**src/rtl/cpu_pkg.sv**
```systemverilog
// Shared CPU definitions used by the EX-stage ALU and its neighbours.
//   DATA_W   : machine datapath width.
//   alu_op_t : 3-bit ALU operation code. The control unit's ALU Op field maps
//              straight onto these encodings.
package cpu_pkg;

  localparam int DATA_W = 16;

  typedef enum logic [2:0] {
    ALU_ADD = 3'b000,
    ALU_SUB = 3'b001,
    ALU_AND = 3'b010,
    ALU_OR  = 3'b011,
    ALU_XOR = 3'b100,
    ALU_SLT = 3'b101,
    ALU_SLL = 3'b110,
    ALU_SRL = 3'b111
  } alu_op_t;

endpackage

```
**src/rtl/alu_if.sv**
```systemverilog
// Operand/result bundle between the EX-stage operand muxes and the ALU.
//   a, b, op                           : operands and operation (master -> slave)
//   result, zero, carry, overflow      : registered outputs (slave -> master)
// The master modport belongs to whoever supplies operands; the ALU takes slave.
interface alu_if
  import cpu_pkg::*;
#(
  parameter int WIDTH = DATA_W
);
  logic [WIDTH-1:0] a;
  logic [WIDTH-1:0] b;
  alu_op_t          op;
  logic [WIDTH-1:0] result;
  logic             zero;
  logic             carry;
  logic             overflow;

  modport master (
    output a, b, op,
    input  result, zero, carry, overflow
  );

  modport slave (
    input  a, b, op,
    output result, zero, carry, overflow
  );
endinterface

```
**src/rtl/alu_addsub.sv**
```systemverilog
// Combinational WIDTH-bit adder with optional B inversion and carry-in, shared
// by ADD, SUB and SLT.
//   a, b     : operands
//   sub      : 1 -> compute a + ~b + 1, 0 -> a + b
//   sum      : WIDTH-bit wrapped result
//   carry    : carry-out of the MSB (for SUB this is "no borrow")
//   overflow : signed overflow of the operation actually performed
module alu_addsub #(
  parameter int WIDTH = 16
) (
  input  logic [WIDTH-1:0] a,
  input  logic [WIDTH-1:0] b,
  input  logic             sub,
  output logic [WIDTH-1:0] sum,
  output logic             carry,
  output logic             overflow
);

  logic [WIDTH-1:0] b_eff;

  always_comb begin
    b_eff = sub ? ~b : b;
    {carry, sum} = {1'b0, a} + {1'b0, b_eff} + {{WIDTH{1'b0}}, sub};
    // Adding same-signed values that yield the other sign overflowed. Using the
    // inverted B covers SUB too: a, b of different sign means a, ~b match.
    overflow = (a[WIDTH-1] == b_eff[WIDTH-1]) && (sum[WIDTH-1] != a[WIDTH-1]);
  end

endmodule

```
**src/rtl/alu.sv**
```systemverilog
// 16-bit EX-stage ALU with single-cycle registered outputs.
//   clk   : rising-edge clock
//   rst_n : asynchronous active-low reset (result=0, zero=1, carry=0, overflow=0)
//   bus   : alu_if slave - a, b, op in; result, zero, carry, overflow out
// Every cycle the inputs are captured and the outputs reflect them after the
// edge. zero comes from the same next-result value as result, so the MEM-stage
// BNE logic always sees a consistent pair.
module alu
  import cpu_pkg::*;
#(
  parameter int WIDTH = DATA_W
) (
  input  logic  clk,
  input  logic  rst_n,
  alu_if.slave  bus
);

  logic [WIDTH-1:0] as_sum;
  logic             as_carry;
  logic             as_overflow;
  logic             as_sub;

  logic [WIDTH-1:0] result_next;
  logic             zero_next;
  logic             carry_next;
  logic             overflow_next;
  logic [3:0]       shamt;

  // Only ADD adds; SUB and SLT both need a - b.
  assign as_sub = (bus.op != ALU_ADD);
  assign shamt  = bus.b[3:0];

  alu_addsub #(.WIDTH(WIDTH)) u_addsub (
    .a        (bus.a),
    .b        (bus.b),
    .sub      (as_sub),
    .sum      (as_sum),
    .carry    (as_carry),
    .overflow (as_overflow)
  );

  always_comb begin
    result_next   = '0;
    carry_next    = 1'b0;
    overflow_next = 1'b0;
    unique case (bus.op)
      ALU_ADD, ALU_SUB: begin
        result_next   = as_sum;
        carry_next    = as_carry;
        overflow_next = as_overflow;
      end
      ALU_AND: result_next = bus.a & bus.b;
      ALU_OR:  result_next = bus.a | bus.b;
      ALU_XOR: result_next = bus.a ^ bus.b;
      // Sign of the difference alone is wrong when a - b overflows.
      ALU_SLT: result_next = {{(WIDTH-1){1'b0}}, as_sum[WIDTH-1] ^ as_overflow};
      ALU_SLL: result_next = bus.a << shamt;
      ALU_SRL: result_next = bus.a >> shamt;
      default: result_next = '0;
    endcase
    zero_next = (result_next == '0);
  end

  always_ff @(posedge clk or negedge rst_n) begin
    if (!rst_n) begin
      bus.result   <= '0;
      bus.zero     <= 1'b1;
      bus.carry    <= 1'b0;
      bus.overflow <= 1'b0;
    end else begin
      bus.result   <= result_next;
      bus.zero     <= zero_next;
      bus.carry    <= carry_next;
      bus.overflow <= overflow_next;
    end
  end

endmodule

```
**src/flat_wrapper.sv**
```systemverilog
// flat-port wrapper written by rule: the top's interface ports become plain ports
module alu_flat import cpu_pkg::*;
#(
  parameter int WIDTH = DATA_W
)
  (clk, rst_n, bus_a, bus_b, bus_op, bus_result, bus_zero, bus_carry, bus_overflow);
  alu_if #(.WIDTH(WIDTH)) bus_i ();
  input  logic clk;
  input  logic rst_n;
  input wire logic [$bits(bus_i.a)-1:0] bus_a;
  input wire logic [$bits(bus_i.b)-1:0] bus_b;
  input wire logic [$bits(bus_i.op)-1:0] bus_op;
  output wire logic [$bits(bus_i.result)-1:0] bus_result;
  output wire logic [$bits(bus_i.zero)-1:0] bus_zero;
  output wire logic [$bits(bus_i.carry)-1:0] bus_carry;
  output wire logic [$bits(bus_i.overflow)-1:0] bus_overflow;
  assign bus_i.a = bus_a;
  assign bus_i.b = bus_b;
  assign bus_i.op = bus_op;
  assign bus_result = bus_i.result;
  assign bus_zero = bus_i.zero;
  assign bus_carry = bus_i.carry;
  assign bus_overflow = bus_i.overflow;
  alu #(.WIDTH(WIDTH)) u_core (.clk(clk), .rst_n(rst_n), .bus(bus_i));
endmodule
```
**config.mk**
```make
export PLATFORM = sky130hd
export DESIGN_NAME = alu_flat
export DESIGN_NICKNAME = d
export VERILOG_FILES = /design/src/rtl/cpu_pkg.sv /design/src/rtl/alu_if.sv /design/src/rtl/alu_addsub.sv /design/src/rtl/alu.sv /design/src/flat_wrapper.sv
export SDC_FILE = /design/constraint.sdc
export NUM_CORES = 1
export LEC_CHECK = 0
export ABC_CLOCK_PERIOD_IN_PS = 1600
export CAP_MARGIN = 10
export CORE_MARGIN = 1.5
export CORE_UTILIZATION = 46
export DETAILED_ROUTE_END_ITERATION = 12
export GPL_TIMING_DRIVEN = 0
export HOLD_SLACK_MARGIN = 0.1
export PLACE_DENSITY = 0.79
export SYNTH_ARGS = -nofsm -noshare
export SYNTH_HDL_FRONTEND = slang
export SYNTH_SLANG_ARGS = --single-unit
```
**constraint.sdc**
```tcl
create_clock -name clk -period 1.6 [get_ports clk]
set_input_delay 0.32 -clock clk [delete_from_list [all_inputs] [get_ports clk]]
set_output_delay 0.32 -clock clk [all_outputs]
set_load 0.005 [all_outputs]
```
; Yosys cells after proc, flatten, opt, wreduce, memory -nomap -nowiden
; Cells that the tools add are included.
[classes]
n_addsub = 2
n_eq_ne = 9
shifts = 2
mux = 4
bitwise = 5
n_reduce_logical = 5
[op_table]
columns = operator, n
row1 = $pmux W16 S7, 1
row2 = $add A16 B16 Y17, 1
row3 = $add A17 B1 Y17, 1
row4 = $and A16 B16 Y16, 1
row5 = $logic_not A16 Y1, 1
row6 = $mux W16, 1
row7 = $not A16 Y16, 1
row8 = $or A16 B16 Y16, 1
row9 = $shl A16 B4 Y16, 1
row10 = $shr A16 B4 Y16, 1
row11 = $xor A16 B16 Y16, 1
row12 = $eq A3 B3 Y1 const B, 4
row13 = $eq A3 B2 Y1 const B, 2
row14 = $eq A3 B1 Y1 const B, 1
row15 = $logic_not A3 Y1, 1
row16 = $reduce_bool A3 Y1, 1
row17 = $mux W1, 2
row18 = $reduce_or A2 Y1, 1
row19 = $eq A1 B1 Y1, 1
row20 = $logic_and A1 B1 Y1, 1
row21 = $ne A1 B1 Y1, 1
row22 = $xor A1 B1 Y1, 1
[totals]
register_bits = 19
inputBits = 37
output_inout_bits = 19
wordCells = 31

; Logic depth before layout (Yosys ltp)
; Gate-level depths: netlist (run 1).
[logic_depth]
ltp_word = 9
mapped_depth = 16
mapped_depth_nobuf = 13

; Modules after synthesis
; A second synthesis (run 1) with hierarchy kept.
[hier_totals]
cells_unflattened = 478
hier_area_um2 = 4065.1
[by_module_without_submodules]
columns = module, n_inst, cells_per_inst, area_per_inst_um2, seq_area_each_um2
row1 = alu, 1, 363, 3135.5, 476.7
row2 = alu_addsub, 1, 115, 929.6, 0.0

; Least setup slack after synthesis (run 1)
; No wires, ideal clock.
[synth_timing]
path_type = input-to-reg
startpoint = input port bus_op[2]
endpoint = register u_core.bus.zero
setup_ns = 0.090
arrival_ns = 3.925
t_required_ns = 1.510
slack_ns = -2.415
cell_stages = 16
path_buffers = 4
cell_sequence = clkbuf_1 -> buf_2 -> or2_1 -> clkbuf_1 -> nor2_1 -> buf_2 -> xnor2_1 -> ha_1 -> and4_1 -> nand2b_1 -> o21ai_1 -> a211oi_4 -> mux2i_1 -> or3_1 -> or4_4 -> nor4_2
[synth_between]
word_cells_on_any_way = 19
cone_classes = add/sub (2) / eq/ne (9) / mux (2) / bitwise (1) / reduce/logical (5)
[synth_rtl]
columns = element, line_no
row1 = "start, declared", flat_wrapper.sv:12  ; input wire logic [$bits(bus_i.op)-1:0] bus_op;
row2 = $reduce_bool A3 Y1, alu.sv:30  ; assign as_sub = (bus.op != ALU_ADD);
row3 = $mux W16, alu_addsub.sv:22  ; b_eff = sub ? ~b : b;
row4 = $add A16 B16 Y17, alu_addsub.sv:23  ; {carry, sum} = {1'b0, a} + {1'b0, b_eff} + {{WIDTH{1'b0}}, sub};
row5 = $add A17 B1 Y17, alu_addsub.sv:23
row6 = $pmux W16 S7 (*), alu.sv:46  ; unique case (bus.op)
row7 = named net u_core.result_next[13], alu.sv:23  ; logic [WIDTH-1:0] result_next;
row8 = $logic_not A16 Y1 (*), alu.sv:61  ; zero_next = (result_next == '0);
row9 = named net u_core.zero_next, alu.sv:24  ; logic zero_next;
row10 = "end signal, assigned", alu.sv:72  ; bus.zero <= zero_next;
row11 = "end, declared", alu_if.sv:25  ; output result, zero, carry, overflow
; The timed path passes the listed nets; every way through them passes the cells marked *.

; Worst setup path in the final report (run 1)
; Ends and elaborated chain as after synthesis.

==> metrics.cfg, run 1 <==
[worst_setup_path]
critical_path_arrival_ps = 3750
worst-path-max-fanout = 8
cp.required_ps = 1760
endpoint_kind = register
startpoint = bus_op[2]
critPathKind = input port to register
timing.critical_path.from_type = input port

[timing]
post-route-period-util_pct = 224
slew_viol_final = 0
whs_ps = 537
layout_min_cycle_time_ps = 3590
timing.slew.headroom_pct = 47.1
setup_viol = 19
fin_ws_ps = -1990
hold_viol_final = 0
max_freq_mhz = 278
worst_slew_pin_slew_ps = 792
rsz0062_at_grt = true

[floorplan]
die_h_um = 97.5
die_area_um2 = 9500
core_um2 = 8680
rows = 34
fp.dieW_um = 97.5
start_util_pct = 47.3
io_pins = 56

[synth]
synth_edf_count = 0
netlist_area_um2 = 4100
seq_area_frac_synth_pct = 11.6
yosys_warnings = 0
synth_nets = 599
synthFlopType = dfrtp_1
syn_inst = 512
async_reset_ff_share_pct = 100
synth-seq-cells = 19
synth_cell_types = 75
syn_area_per_cell_um2 = 8.02

[clock_network]
clk_path_buf_depth = 2
cts_hold_buf = 0
cts.clk_slew.worst_paths_ps = 60
cts.sinks = 19
htreeDepth = 1
cts_made_buffers = 3
cts_tree = done
cts_root_buf = clkbuf_8

[pwr]
p_leak_uw = 0.00248
power.density_nw_per_um2 = 521
vdd_drop_max_uv = 328

[layout]
layout_common_cells = 44 x ha_1, 41 x nand2_1, 41 x clkdlybuf4s50_1, 35 x inv_1, 34 x buf_4
synthToLayoutAreaGrowth_pct = 37.9
mostFrequentLayoutCell = ha_1
drive_gt1_share_pct = 25.9
nNetsFinal = 695
multi_input_area_um2 = 3710
regArea_um2 = 477
n_antenna_cell = 0
fillCellCount = 706
design_area_um2 = 5660
instances_no_fill = 715

[drt]
ant_nets = 0
drt_pass1_iterations = 5
num_vias = 4698
drc = 0
wl_per_cell_um = 24.9
drt-total-wl_um = 17800
drtIter0Drc = 275
routed_via_density = 6.57

[placed_design]
placed_area_um2 = 4880
gp_congestion = 0.978
dp_cells = 675
dp_hpwl_um = 12700
portBuffers = 54

[grt]
grt_pass1_vias = 4553
grt_use_total_pct = 35.5
antenna_found_initial = 0
grt_max_degree = 20
grt_pass1_wl_um = 26000
grt_overflow = 0

[run]
cap_violations = 0

[status]
violations = negative setup slack
status = finished, violations left

[min_path]
hold_path.class = input port to asynchronous set/reset pin

## per-layer routing
metal	global-route usage, %	up-vias	routed length, um
li1	-	2086	-
met1	44.9	2278	6970
met2	60.1	268	8430
met3	5.83	66	1550
met4	14.4	0	843
met5	0	-	0
## report_power, final
group          leakage (uW)  internal [uW]  switching (uW)
logic               0.00223            974            1100
clock network     0.0000228            176             138
registers          0.000231            546            16.8
total               0.00248           1700            1250
## critical path, stage by stage
cell	delay, ps
clkbuf_16	120
buf_12	120
or2_4	270
clkbuf_16	160
nor2_4	190
buf_12	170
xnor2_4	130
ha_4	240
nor2b_4	130
o31a_1	350
buf_4	160
o21a_1	210
or4_1	430
o211a_1	180
nor3_4	150
nand4bb_4	150
nor4_4	240
## path summary, 6_finish.rpt
path	endpoint	slack, ps	cells after the start
min in group clk	u_core.bus.overflow	690	4
worst max-delay path	u_core.bus.zero	-1990	17
worst min-delay path	u_core.bus.result[13]	540	1
max in group asynchronous	u_core.bus.result[10]	570	1
## metrics by stage
step	setup slack (ps)	power [uW]	TNS [ps]	utilization [%]
after global routing	-2040	3100	-25560	65.2
after floorplan	-1940	1560	-23690	-
final	-1990	2950	-24670	65.2
after global placement	-3310	2150	-47590	56.0
after CTS	-2000	2720	-22220	62.1
after detailed placement	-3350	2170	-48970	56.2
## final cells by class
class,count,area share (%)
Tap cell,108,2.39
Buffer,30,5.51
Sequential cell,19,8.43
Clock buffer,4,0.796
Multi-Input combinational cell,423,65.6
Timing Repair Buffer,92,14.7
Inverter,39,2.59
## synthesized netlist by cell type, types with 12 or more instances
master	number	share of area, %
ha_1	49	15
nand2_1	43	3.9
inv_1	37	3.4
nor2_1	35	3.2
a21oi_1	33	4.0
mux2i_1	22	5.4
o21ai_0	21	2.6
xnor2_1	19	4.1
dfrtp_1	18	11
a211oi_1	14	2.6
clkbuf_1	14	1.3
nand2b_1	12	1.8
## state kept, by name, summed over array words and instances (netlist names)
name / cells
u_core.bus.result: 16
u_core.bus.carry: 1
u_core.bus.overflow: 1
u_core.bus.zero: 1
## logic make-up (layout without fill, tap and decap cells)
group	after synthesis	count (layout)	share of synthesized area (%)
and+or+nand+nor	151	151	19.2
AOI/OAI and AO/OA	148	148	24.9
buffers and inverters	70	165	7.38
muxes	52	52	16.8
adders and majority gates	50	50	15.4
xor gates and xnor gates	22	22	4.70
DFF	19	19	11.6
## repair_timing
action / 4_1_cts / 5_1_grt
setup buffers: 27 / 11
cloned: 0 / 0
resized for setup: 91 / 41
endpoints found under the setup margin: 19 / 19
endpoints found under the hold margin: 0 / 0
pin swaps: 36 / 37
Power figures use the tool's default switching activity.
==> run 2: changes to the inputs <==
- SETUP_SLACK_MARGIN: not set -> 0.02
==> run 2 against run 1 <==
The run still ends with negative setup slack left. Fmax is 0.11% higher. Largest power group unchanged. Highest routed layer unchanged. Combinational power hardly changed. Count of clock-buffer cells in the layout stayed put. Hold slack hardly changed. Total power hardly changed.
==> metrics.cfg, run 2 (synthesis results as in run 1) <==
[status]
status = finished, violations left
violations = negative setup slack

[timing]
slew_viol_final = 0
layout_min_cycle_time_ps = 3590
max_freq_mhz = 279
timing.slew.headroom_pct = 47.1
fin_ws_ps = -1990
post-route-period-util_pct = 224
whs_ps = 536
hold_viol_final = 0
worst_slew_pin_slew_ps = 792
setup_viol = 19
rsz0062_at_grt = true

[placed_design]
dp_hpwl_um = 12700
pre_cts_ws_ps = -3350
dp_cells = 675
placed_area_um2 = 4880
portBuffers = 54
gp_congestion = 0.978

[pwr]
vdd_drop_max_uv = 329
p_switching_uw = 1250
comb_power_share_pct = 70.2
swShare_pct = 42.4
power.density_nw_per_um2 = 520
p_leak_uw = 0.00250
design_power_total_uw = 2950
power_frac_seq_pct = 19.1
clock_power_share_pct = 10.7
p_int_uw = 1700

[grt]
antenna_found_initial = 0
grt_pass1_wl_um = 26000
grt_max_degree = 20
grt_overflow = 0
grt_use_total_pct = 35.5
grt_pass1_vias = 4555

[clock_network]
cts_made_buffers = 3
cts.clk_slew.worst_paths_ps = 70
cts.sinks = 19
cts_tree = done
cts_root_buf = clkbuf_8
clk_path_buf_depth = 2
htreeDepth = 1

[worst_setup_path]
critical_path_arrival_ps = 3740
cp_num_buf_inv = 5
critPathKind = input port to register
endpoint_kind = register
worst-path-max-fanout = 8
cpLargestDelayFamily = simple AND/OR/NAND/NOR gates
cp_cell_sequence = clkbuf_16 -> buf_12 -> or2_4 -> clkbuf_16 -> nor2_4 -> buf_12 -> xnor2_4 -> ha_4 -> nor2b_4 -> o31a_1 -> buf_4 -> o21a_1 -> or4_1 -> o211a_1 -> nor3_4 -> nand4bb_4 -> nor4_4
cp_slowest_stage_delay_ps = 430
startpoint = bus_op[2]
timing.critical_path.from_type = input port
crit_slowest_cell = or4_1
cp.required_ps = 1760
cp.depth = 17

[drt]
drt-total-wl_um = 17700
num_vias = 4702
ant_nets = 0
wl_per_cell_um = 24.7
drc = 0
drt_pass1_iterations = 5
drtIter0Drc = 331
routed_via_density = 6.57

[floorplan]
io_pins = 56
die_h_um = 97.5
core_um2 = 8680
start_util_pct = 47.3
rows = 34
fp.dieW_um = 97.5
die_area_um2 = 9500

[layout]
instances_no_fill = 716
synthToLayoutAreaGrowth_pct = 38.0
nNetsFinal = 696
regMostFlops = u_core.bus.result
layout_common_cells = 44 x ha_1, 41 x nand2_1, 40 x clkdlybuf4s50_1, 35 x inv_1, 34 x buf_4
largest_reg_flops = 16
design_area_um2 = 5670
drive_gt1_share_pct = 26.0
mostFrequentLayoutCell = ha_1
n_antenna_cell = 0

[min_path]
hold_path.class = input port to asynchronous set/reset pin

[run]
cap_violations = 0

-- run 2: metrics by stage --
step / setup TNS, ps / utilization, %
after detailed placement: -48970 / 56.2
after global routing: -25560 / 65.3
after global placement: -47590 / 56.0
after CTS: -22220 / 62.2
after floorplan: -23690 / -
final: -24640 / 65.3
-- run 2: what timing repair did --
action	CTS	global route
pin swaps	36	37
endpoints found under the setup margin	19	20
hold buffers	0	0
gates cloned	0	0
hold endpoints to repair	0	0
gates resized for setup	92	42
buffers inserted	27	11
-- run 2: path summary, 6_finish.rpt --
kind,end,slack (ps)
max in group asynchronous,u_core.bus.result[10],570
setup / recovery,u_core.bus.zero,-1990
min in group clk,u_core.bus.overflow,680
hold / removal,u_core.bus.result[5],540
-- run 2: power groups by stage --
| stage | clock (uW) | sequential (uW) | combinational [uW] |
|---|---|---|---|
| 6_report | 315 | 563 | 2070 |
| 5_1_grt | 348 | 568 | 2180 |
| 4_1_cts | 322 | 564 | 1830 |
| 3_5_place_dp | 0 | 572 | 1590 |
| 3_3_place_gp | 0 | 571 | 1570 |
| 2_1_floorplan | 0 | 582 | 979 |
-- run 2: layer usage --
layer | vias to the layer above | routed length, um | part of all wire, % | track usage, %
met5 | - | 0 | 0 | 0
met4 | 0 | 899 | 5.1 | 14.4
met3 | 76 | 1590 | 9.0 | 5.83
met2 | 265 | 8340 | 47 | 60.1
met1 | 2276 | 6870 | 39 | 44.9
li1 | 2085 | - | - | -
-- run 2: final cells by class --
type,count,area [um2]
buffer,31,317
tap,108,135
multi-input combinational,423,3710
clock buffer,4,45.0
sequential,19,477
inverter,39,146
timing repair buffer,92,835
fill,706,3010
